===== config.mk =====
export PLATFORM = sky130hd
export DESIGN_NAME = somador_seq
export DESIGN_NICKNAME = d
export VERILOG_FILES = /design/src/rtl/somador_pkg.sv /design/src/rtl/somador_fatia.sv /design/src/rtl/somador_seq.sv
export SDC_FILE = /design/constraint.sdc
export NUM_CORES = 1
export LEC_CHECK = 0
export ABC_AREA = 1
export BUFFER_PORTS_ARGS = -buffer_cell sky130_fd_sc_hd__clkbuf_2
export CAP_MARGIN = 20
export CORE_MARGIN = 2
export CORE_UTILIZATION = 47
export DETAILED_ROUTE_END_ITERATION = 6
export GPL_TIMING_DRIVEN = 0
export PLACE_DENSITY_LB_ADDON = 0.08
export SETUP_SLACK_MARGIN = 0.5
export SLEW_MARGIN = 20
export SYNTH_ARGS = -nofsm -noshare
export SYNTH_HDL_FRONTEND = slang
export SYNTH_SLANG_ARGS = --single-unit

===== constraint.sdc =====
create_clock -name clk -period 3.6 [get_ports clk]
set_input_delay 0.36 -clock clk [delete_from_list [all_inputs] [get_ports clk]]
set_output_delay 0.36 -clock clk [all_outputs]
set_load 0.03 [all_outputs]

===== src/rtl/somador_pkg.sv =====
// somador_pkg
// Shared definitions for the sequential chunked adder somador_seq:
//   - state_t      : FSM state encoding (ST_IDLE, ST_RUN, ST_DONE)
//   - nchunk()     : number of chunks an operand is split into
//   - idx_width()  : width of the chunk index register (at least 1 bit)
package somador_pkg;

    typedef enum logic [1:0] {
        ST_IDLE = 2'd0,
        ST_RUN  = 2'd1,
        ST_DONE = 2'd2
    } state_t;

    function automatic int nchunk(input int width, input int chunk);
        return width / chunk;
    endfunction

    // A single-chunk configuration still needs a 1-bit index register.
    function automatic int idx_width(input int width, input int chunk);
        int n;
        n = width / chunk;
        return (n <= 1) ? 1 : $clog2(n);
    endfunction

endpackage


===== src/rtl/somador_fatia.sv =====
// somador_fatia
// Combinational CHUNK-bit ripple slice used by somador_seq for one chunk per cycle.
// Ports:
//   a, b  : chunk operands (CHUNK bits)
//   cin   : carry into the chunk
//   s     : chunk sum (CHUNK bits)
//   cout  : carry out of the chunk MSB
module somador_fatia #(
    parameter int CHUNK = 4
) (
    input  logic [CHUNK-1:0] a,
    input  logic [CHUNK-1:0] b,
    input  logic             cin,
    output logic [CHUNK-1:0] s,
    output logic             cout
);

    // Widen by one bit so the carry out falls into the top bit of the result.
    assign {cout, s} = {1'b0, a} + {1'b0, b} + {{CHUNK{1'b0}}, cin};

endmodule


===== src/rtl/somador_seq.sv =====
// somador_seq
// Sequential adder that adds two WIDTH-bit operands CHUNK bits per clock cycle.
// Operands are captured when start is accepted (busy=0); the sum is built chunk
// by chunk and is valid, together with cout and ovf, in the single done cycle.
// Results then hold until the next accepted start.
// Ports:
//   clk    : clock, rising edge
//   rst_n  : asynchronous active-low reset
//   start  : operation request, ignored while busy
//   a, b   : operands (WIDTH bits)
//   cin    : carry-in
//   sub    : (only with SOMADOR_SEQ_SUB_EN) 1 = compute a-b, sampled with start
//   busy   : addition in progress
//   done   : one-cycle pulse, result valid
//   s      : sum (WIDTH bits)
//   cout   : carry out of the MSB (for subtraction, 1 = no borrow)
//   ovf    : two's-complement signed overflow
// Configuration macro: SOMADOR_SEQ_SUB_EN adds the sub port and subtraction.
module somador_seq
    import somador_pkg::*;
#(
    parameter int WIDTH = 16,
    parameter int CHUNK = 4
) (
    input  logic             clk,
    input  logic             rst_n,
    input  logic             start,
    input  logic [WIDTH-1:0] a,
    input  logic [WIDTH-1:0] b,
    input  logic             cin,
`ifdef SOMADOR_SEQ_SUB_EN
    input  logic             sub,
`endif
    output logic             busy,
    output logic             done,
    output logic [WIDTH-1:0] s,
    output logic             cout,
    output logic             ovf
);

    localparam int NCHUNK = nchunk(WIDTH, CHUNK);
    localparam int IDXW   = idx_width(WIDTH, CHUNK);
    localparam logic [WIDTH-1:0] CHUNK_MASK = WIDTH'({CHUNK{1'b1}});

    if ((WIDTH % CHUNK) != 0) begin : g_bad_cfg
        $error("somador_seq: WIDTH must be an integer multiple of CHUNK");
    end

    state_t            state_q, state_d;
    logic [WIDTH-1:0]  a_q, a_d;
    logic [WIDTH-1:0]  b_q, b_d;
    logic              carry_q, carry_d;
    logic [IDXW-1:0]   idx_q, idx_d;
    logic [WIDTH-1:0]  s_q, s_d;
    logic              cout_q, cout_d;
    logic              ovf_q, ovf_d;

    logic [WIDTH-1:0]  b_eff;
    logic              cin_eff;
    logic              start_ok;
    logic              last_chunk;
    int                shamt;
    logic [CHUNK-1:0]  a_chunk, b_chunk, sum_chunk;
    logic              carry_out;

    // Effective second operand and carry-in; subtraction is a + ~b + 1.
    always_comb begin
`ifdef SOMADOR_SEQ_SUB_EN
        b_eff   = sub ? ~b : b;
        cin_eff = sub ? 1'b1 : cin;
`else
        b_eff   = b;
        cin_eff = cin;
`endif
    end

    // Select the chunk currently being added out of the captured operands.
    always_comb begin
        shamt      = int'(idx_q) * CHUNK;
        a_chunk    = CHUNK'(a_q >> shamt);
        b_chunk    = CHUNK'(b_q >> shamt);
        last_chunk = (idx_q == IDXW'(NCHUNK - 1));
        start_ok   = start && (state_q != ST_RUN);
    end

    somador_fatia #(
        .CHUNK (CHUNK)
    ) u_fatia (
        .a    (a_chunk),
        .b    (b_chunk),
        .cin  (carry_q),
        .s    (sum_chunk),
        .cout (carry_out)
    );

    // Next-state logic. The b register holds the effective operand b', so the
    // overflow test at the last chunk compares against its MSB directly.
    always_comb begin
        state_d = state_q;
        a_d     = a_q;
        b_d     = b_q;
        carry_d = carry_q;
        idx_d   = idx_q;
        s_d     = s_q;
        cout_d  = cout_q;
        ovf_d   = ovf_q;
        case (state_q)
            ST_IDLE, ST_DONE: begin
                if (start_ok) begin
                    a_d     = a;
                    b_d     = b_eff;
                    carry_d = cin_eff;
                    idx_d   = '0;
                    state_d = ST_RUN;
                end else begin
                    state_d = ST_IDLE;
                end
            end
            ST_RUN: begin
                s_d     = (s_q & ~(CHUNK_MASK << shamt)) | (WIDTH'(sum_chunk) << shamt);
                carry_d = carry_out;
                idx_d   = idx_q + 1'b1;
                if (last_chunk) begin
                    cout_d  = carry_out;
                    ovf_d   = (a_q[WIDTH-1] == b_q[WIDTH-1]) &&
                              (sum_chunk[CHUNK-1] != a_q[WIDTH-1]);
                    state_d = ST_DONE;
                end
            end
            default: state_d = ST_IDLE;
        endcase
    end

    // State registers; reset aborts any operation in flight.
    always_ff @(posedge clk or negedge rst_n) begin
        if (!rst_n) begin
            state_q <= ST_IDLE;
            a_q     <= '0;
            b_q     <= '0;
            carry_q <= 1'b0;
            idx_q   <= '0;
            s_q     <= '0;
            cout_q  <= 1'b0;
            ovf_q   <= 1'b0;
        end else begin
            state_q <= state_d;
            a_q     <= a_d;
            b_q     <= b_d;
            carry_q <= carry_d;
            idx_q   <= idx_d;
            s_q     <= s_d;
            cout_q  <= cout_d;
            ovf_q   <= ovf_d;
        end
    end

    assign busy = (state_q == ST_RUN);
    assign done = (state_q == ST_DONE);
    assign s    = s_q;
    assign cout = cout_q;
    assign ovf  = ovf_q;

endmodule


; ---- Word level (Yosys, flattened, before mapping)
; Cells that the tools add are included.
[totals]
ff_bits = 55
inputBits = 36
out_inout_bits = 20
elab_cells = 41
[op_classes]
addsub = 3
n_eq_ne = 8
shift = 4
mux = 7
n_bitwise = 3
reduce_logical = 8
[op_table]
columns = operator, n
row1 = $shr A16 B4 Y4, 2
row2 = $and A16 B16 Y16, 1
row3 = $not A16 Y16, 1
row4 = $or A16 B16 Y16, 1
row5 = $shl A4 B4 Y16, 1
row6 = $shl A4 B4 Y16 const A, 1
row7 = $pmux W2 S2, 2
row8 = $reduce_and A2 Y1, 3
row9 = $add A4 B4 Y5, 1
row10 = $add A5 B1 Y5, 1
row11 = $eq A2 B2 Y1 const B, 2
row12 = $mux W2, 2
row13 = $ne A2 B1 Y1 const B, 2
row14 = $add A2 B1 Y2 const B, 1
row15 = $eq A2 B1 Y1 const B, 1
row16 = $logic_and A1 B1 Y1, 2
row17 = $logic_not A2 Y1, 1
row18 = $mux W1, 2
row19 = $ne A2 B2 Y1 const B, 1
row20 = $pmux W1 S2, 1
row21 = $reduce_bool A2 Y1, 1
row22 = $reduce_or A2 Y1, 1
row23 = $eq A1 B1 Y1, 1
row24 = $ne A1 B1 Y1, 1

; ---- Logic depth before layout (Yosys ltp)
[logic_depth]
depth_word = 5
mapped_depth = 13
ltp_nobuf = 11

; ---- Hierarchy
; From an unflattened synthesis, not the netlist that was laid out.
[unflattened]
cells_unflattened = 316
area_unflattened_um2 = 2667.6
[modules_own_cells]
columns = module, instances, cells_per_inst, area_each_um2, seq_area_each_um2
row1 = somador_seq, 1, 291, 2502.4, 1376.3
row2 = somador_fatia, 1, 25, 165.2, 0.0

; ---- Least setup slack after synthesis
; Ideal clock, no wire load.
[synth_timing]
path_type = reg-to-reg
from = reg idx_q[1]
to = reg carry_q
setup_time_ns = 0.124
arrival_ns = 2.043
required_time_ns = 3.476
slack_ns = 1.433
stages_incl_launch_ff = 12
n_path_buf = 2
period_less_slack_ns = 2.167
cell_sequence = dfrtp_1 clkbuf_2 inv_1 buf_2 o21ai_0 o22ai_1 fa_1 fa_1 a21oi_1 o21bai_1 nand2_1 nand3_1
[synth_via]
elab_chain_cells = 4
word_cells_on_any_way = 5
classes_between = 2 x add/sub / 2 x shift / 1 x mux
[synth_lines]
columns = element, line
row1 = "start, declared", somador_seq.sv:53  ; logic [IDXW-1:0] idx_q, idx_d;
row2 = "start signal, assigned", somador_seq.sv:150  ; idx_q <= idx_d;
row3 = $shr A16 B4 Y4 (on tied branches), "somador_seq.sv:80, somador_seq.sv:81"
row4 = $add A4 B4 Y5 *, somador_fatia.sv:19  ; assign {cout, s} = {1'b0, a} + {1'b0, b} + {{CHUNK{1'b0}}, cin};
row5 = $add A5 B1 Y5 *, somador_fatia.sv:19
row6 = $pmux W1 S2 *, somador_seq.sv:107  ; case (state_q)
row7 = "end signal, assigned", somador_seq.sv:149  ; carry_q <= carry_d;
row8 = "end, declared", somador_seq.sv:52  ; logic carry_q, carry_d;
; Mark *: on every way between the ends. The rest lies on a longest branch, timed or not.
; A chain may end at the register's enable or synchronous reset.

; ---- Worst setup path after layout
[layout_timing]
from = reg idx_q[0]
to = reg s_q[14] (netlist: s[14])
[layout_via]
elab_chain_cells = 5
word_cells_on_any_way = 9
classes_between = 2 x add/sub / 4 x shift / 3 x bitwise
[layout_lines]
columns = element, line
row1 = $shr A16 B4 Y4 (on tied branches), "somador_seq.sv:80, somador_seq.sv:81"
row2 = $add A4 B4 Y5, somador_fatia.sv:19
row3 = $add A5 B1 Y5, somador_fatia.sv:19
row4 = $shl A4 B4 Y16, somador_seq.sv:120  ; s_d = (s_q & ~(CHUNK_MASK << shamt)) | (WIDTH'(sum_chunk) << shamt);
row5 = $or A16 B16 Y16 *, somador_seq.sv:120
row6 = "end signal, assigned", somador_seq.sv:142  ; s_q <= '0;
row7 = "end signal, assigned", somador_seq.sv:151  ; s_q <= s_d;
row8 = "end, declared", somador_seq.sv:54  ; logic [WIDTH-1:0] s_q, s_d;
; Marks and branches as above.

==> results.json <==
{
  "status": "completed",
  "critPathArrivalTime_ns": 2.83,
  "reg2reg_depth": 9,
  "hold_path_class": "primary input to asynchronous set/reset pin",
  "netlist_area_um2": 2530,
  "grt_pass1_wl_um": 8720,
  "slowest_delay_ns": 0.48,
  "drtIter0Drc": 126,
  "first_global_vias": 1816,
  "cp_top_family": "adder cells",
  "ys_warn_count": 0,
  "hpwl_um": 3990,
  "fp.dieArea_um2": 5990,
  "numClockSinks": 55,
  "crit_chain": "inv_1 -> buf_2 -> o21ai_0 -> o22ai_1 -> fa_1 -> fa_1 -> xor2_1 -> nand2_1 -> o21ai_0",
  "layout_common_cells": "clkbuf_2 (55), dfrtp_1 (55), nand2_1 (46), o21ai_0 (31), mux2_2 (28)",
  "post_cts_resized": 0,
  "tritoncts": "built",
  "postRouteAntennaNets": 0,
  "avgRoutedWirePerCell_um": 14.1,
  "cts_buffers": 5,
  "layout-drive-gt1-share_pct": 32.9,
  "place_congestion": 0.819,
  "antenna_found_initial": 0,
  "synth.net_count": 285,
  "regToRegEndpoint": "s[14]",
  "htree_levels": 2,
  "required_ns": 3.83,
  "setup_viol": 0,
  "die_w_um": 77.4,
  "rsz0062_at_grt": "false",
  "grt_util_all_layers_pct": 18.4,
  "io_buffers": 55,
  "grt-ovfl-total": 0,
  "hold_slack_ns": 0.134,
  "syn_avg_cell_area_um2": 10.6,
  "insertion_delay_ns": 0.30,
  "syn_inst": 240,
  "worst_setup_path_start_kind": "flop",
  "dp.cells": 365,
  "r2r_slack_ns": 1.00,
  "setup_tns_ns": 0,
  "ys_ff_latch": 55,
  "post-route-period-util_pct": 72.2,
  "p_per_area_nw_per_um2": 1090,
  "rows": 26,
  "fmax_ghz": 0.385,
  "pin_count": 56,
  "cpMaxStageDelayCell": "dfrtp_1",
  "tightest_slew_ns": 0.737,
  "n_antenna_cell": 0,
  "fin_crit_ns": 2.60,
  "stdcell_count": 371,
  "place_ws_ns": 1.02,
  "ys_seq_area_share_pct": 54.3,
  "dr_total_vias": 1904,
  "setup_ws_ns": 1.00,
  "ctsRootBufferMaster": "clkbuf_8",
  "leakage_nw": 1.48,
  "worstSetupPathType": "flop to flop",
  "die_h_um": 77.4,
  "hold_buffers": 0,
  "fin_nets": 347,
  "skew_ns": 0.00919,
  "clk_pin_slew_ns": 0.09,
  "routed_wl_um": 5220,
  "r2r_start": "idx_q[0]",
  "relSlewSlack_pct": 50.9,
  "end_kind": "flop",
  "clock_path_buffers": 2,
  "start_util_pct": 49.3,
  "hold_violations": 0,
  "cp_max_fo": 10,
  "viasPerCell": 5.13,
  "ys_types": 20,
  "area_growth_pct": 17.3,
  "drc": 0,
  "peakVddDrop_mv": 0.417,
  "post-cts-setup-buffer-count": 0,
  "drv_cap": 0,
  "drv_slew": 0,
  "firstDrtPassIters": 4,
  "utilization_pct": 57.8,
  "path_buf_inv": 2,
  "core-area_um2": 5140,
  "grt_max_degree": 56
}
sequential cells by signal, summed over array words and instances (netlist names):
register / flops
cout: 1
s: 16
ovf: 1
carry_q: 1
a_q: 16
b_q: 16
idx_q: 2
state_q: 2
synth_stat cells, drive strengths merged:
| master | n | area share (%) |
|---|---|---|
| o21ai | 31 | 6.1 |
| buf | 6 | 1.9 |
| a21oi | 2 | 0.40 |
| nand3 | 13 | 2.6 |
| fa | 2 | 1.6 |
| o21bai | 1 | 0.30 |
| nor2 | 20 | 3.0 |
| inv | 11 | 1.6 |
| o22ai | 8 | 2.0 |
| clkbuf | 3 | 0.49 |
| dfrtp | 55 | 54 |
| nand2 | 48 | 7.7 |
| mux2 | 32 | 14 |
| ha | 7 | 3.5 |
| xor2 | 1 | 0.35 |
metrics by stage:
stage                     power, mW  area (µm²)
after floorplan                2.42        2530
after global placement         2.90        2900
after detailed placement       2.94        2900
after CTS                      3.25        2970
after global routing           3.52        2970
final                          3.23        2970
where the power goes:
| part | switching [mW] | internal [mW] | leakage, nW |
|---|---|---|---|
| logic | 1.13 | 0.678 | 0.781 |
| clock network | 0.183 | 0.130 | 0.0371 |
| registers | 0.179 | 0.928 | 0.664 |
| total | 1.49 | 1.74 | 1.48 |
cell families after synthesis:
family	synth area share, %
simple gates	13.2
flops	54.3
compound gates	8.79
mux	14.2
buf+inv	4.05
fa+ha+maj	5.04
xor+xnor	0.346
routing by layer:
| metal | wire (µm) | GRT usage, % | vias up |
|---|---|---|---|
| li1 | - | - | 937 |
| met1 | 2310 | 24.1 | 912 |
| met2 | 2610 | 31.7 | 49 |
| met3 | 232 | 3.72 | 6 |
| met4 | 68 | 3.93 | 0 |
| met5 | 0 | 0 | - |
layout make-up:
cell class | instances | area, µm²
clock buffer | 6 | 72.6
buffer | 9 | 61.3
inverter | 11 | 41.3
multi-input combinational | 165 | 1050
sequential | 55 | 1380
fill | 497 | 2170
tap | 70 | 87.6
timing repair buffer | 55 | 278
worst max-delay path by stage:
stage | cells past startpoint | slack (ns) | startpoint | endpoint
after CTS | 9 | 0.99 | idx_q[0] | s[14]
after global routing | 9 | 0.86 | idx_q[0] | s[14]
final | 9 | 1.00 | idx_q[0] | s[14]
after detailed placement | 9 | 1.02 | idx_q[0] | s[14]
after floorplan | 11 | 1.43 | idx_q[1] | carry_q
after global placement | 9 | 1.04 | idx_q[0] | s[14]
Note: power is estimated with default switching activity, not from simulation.
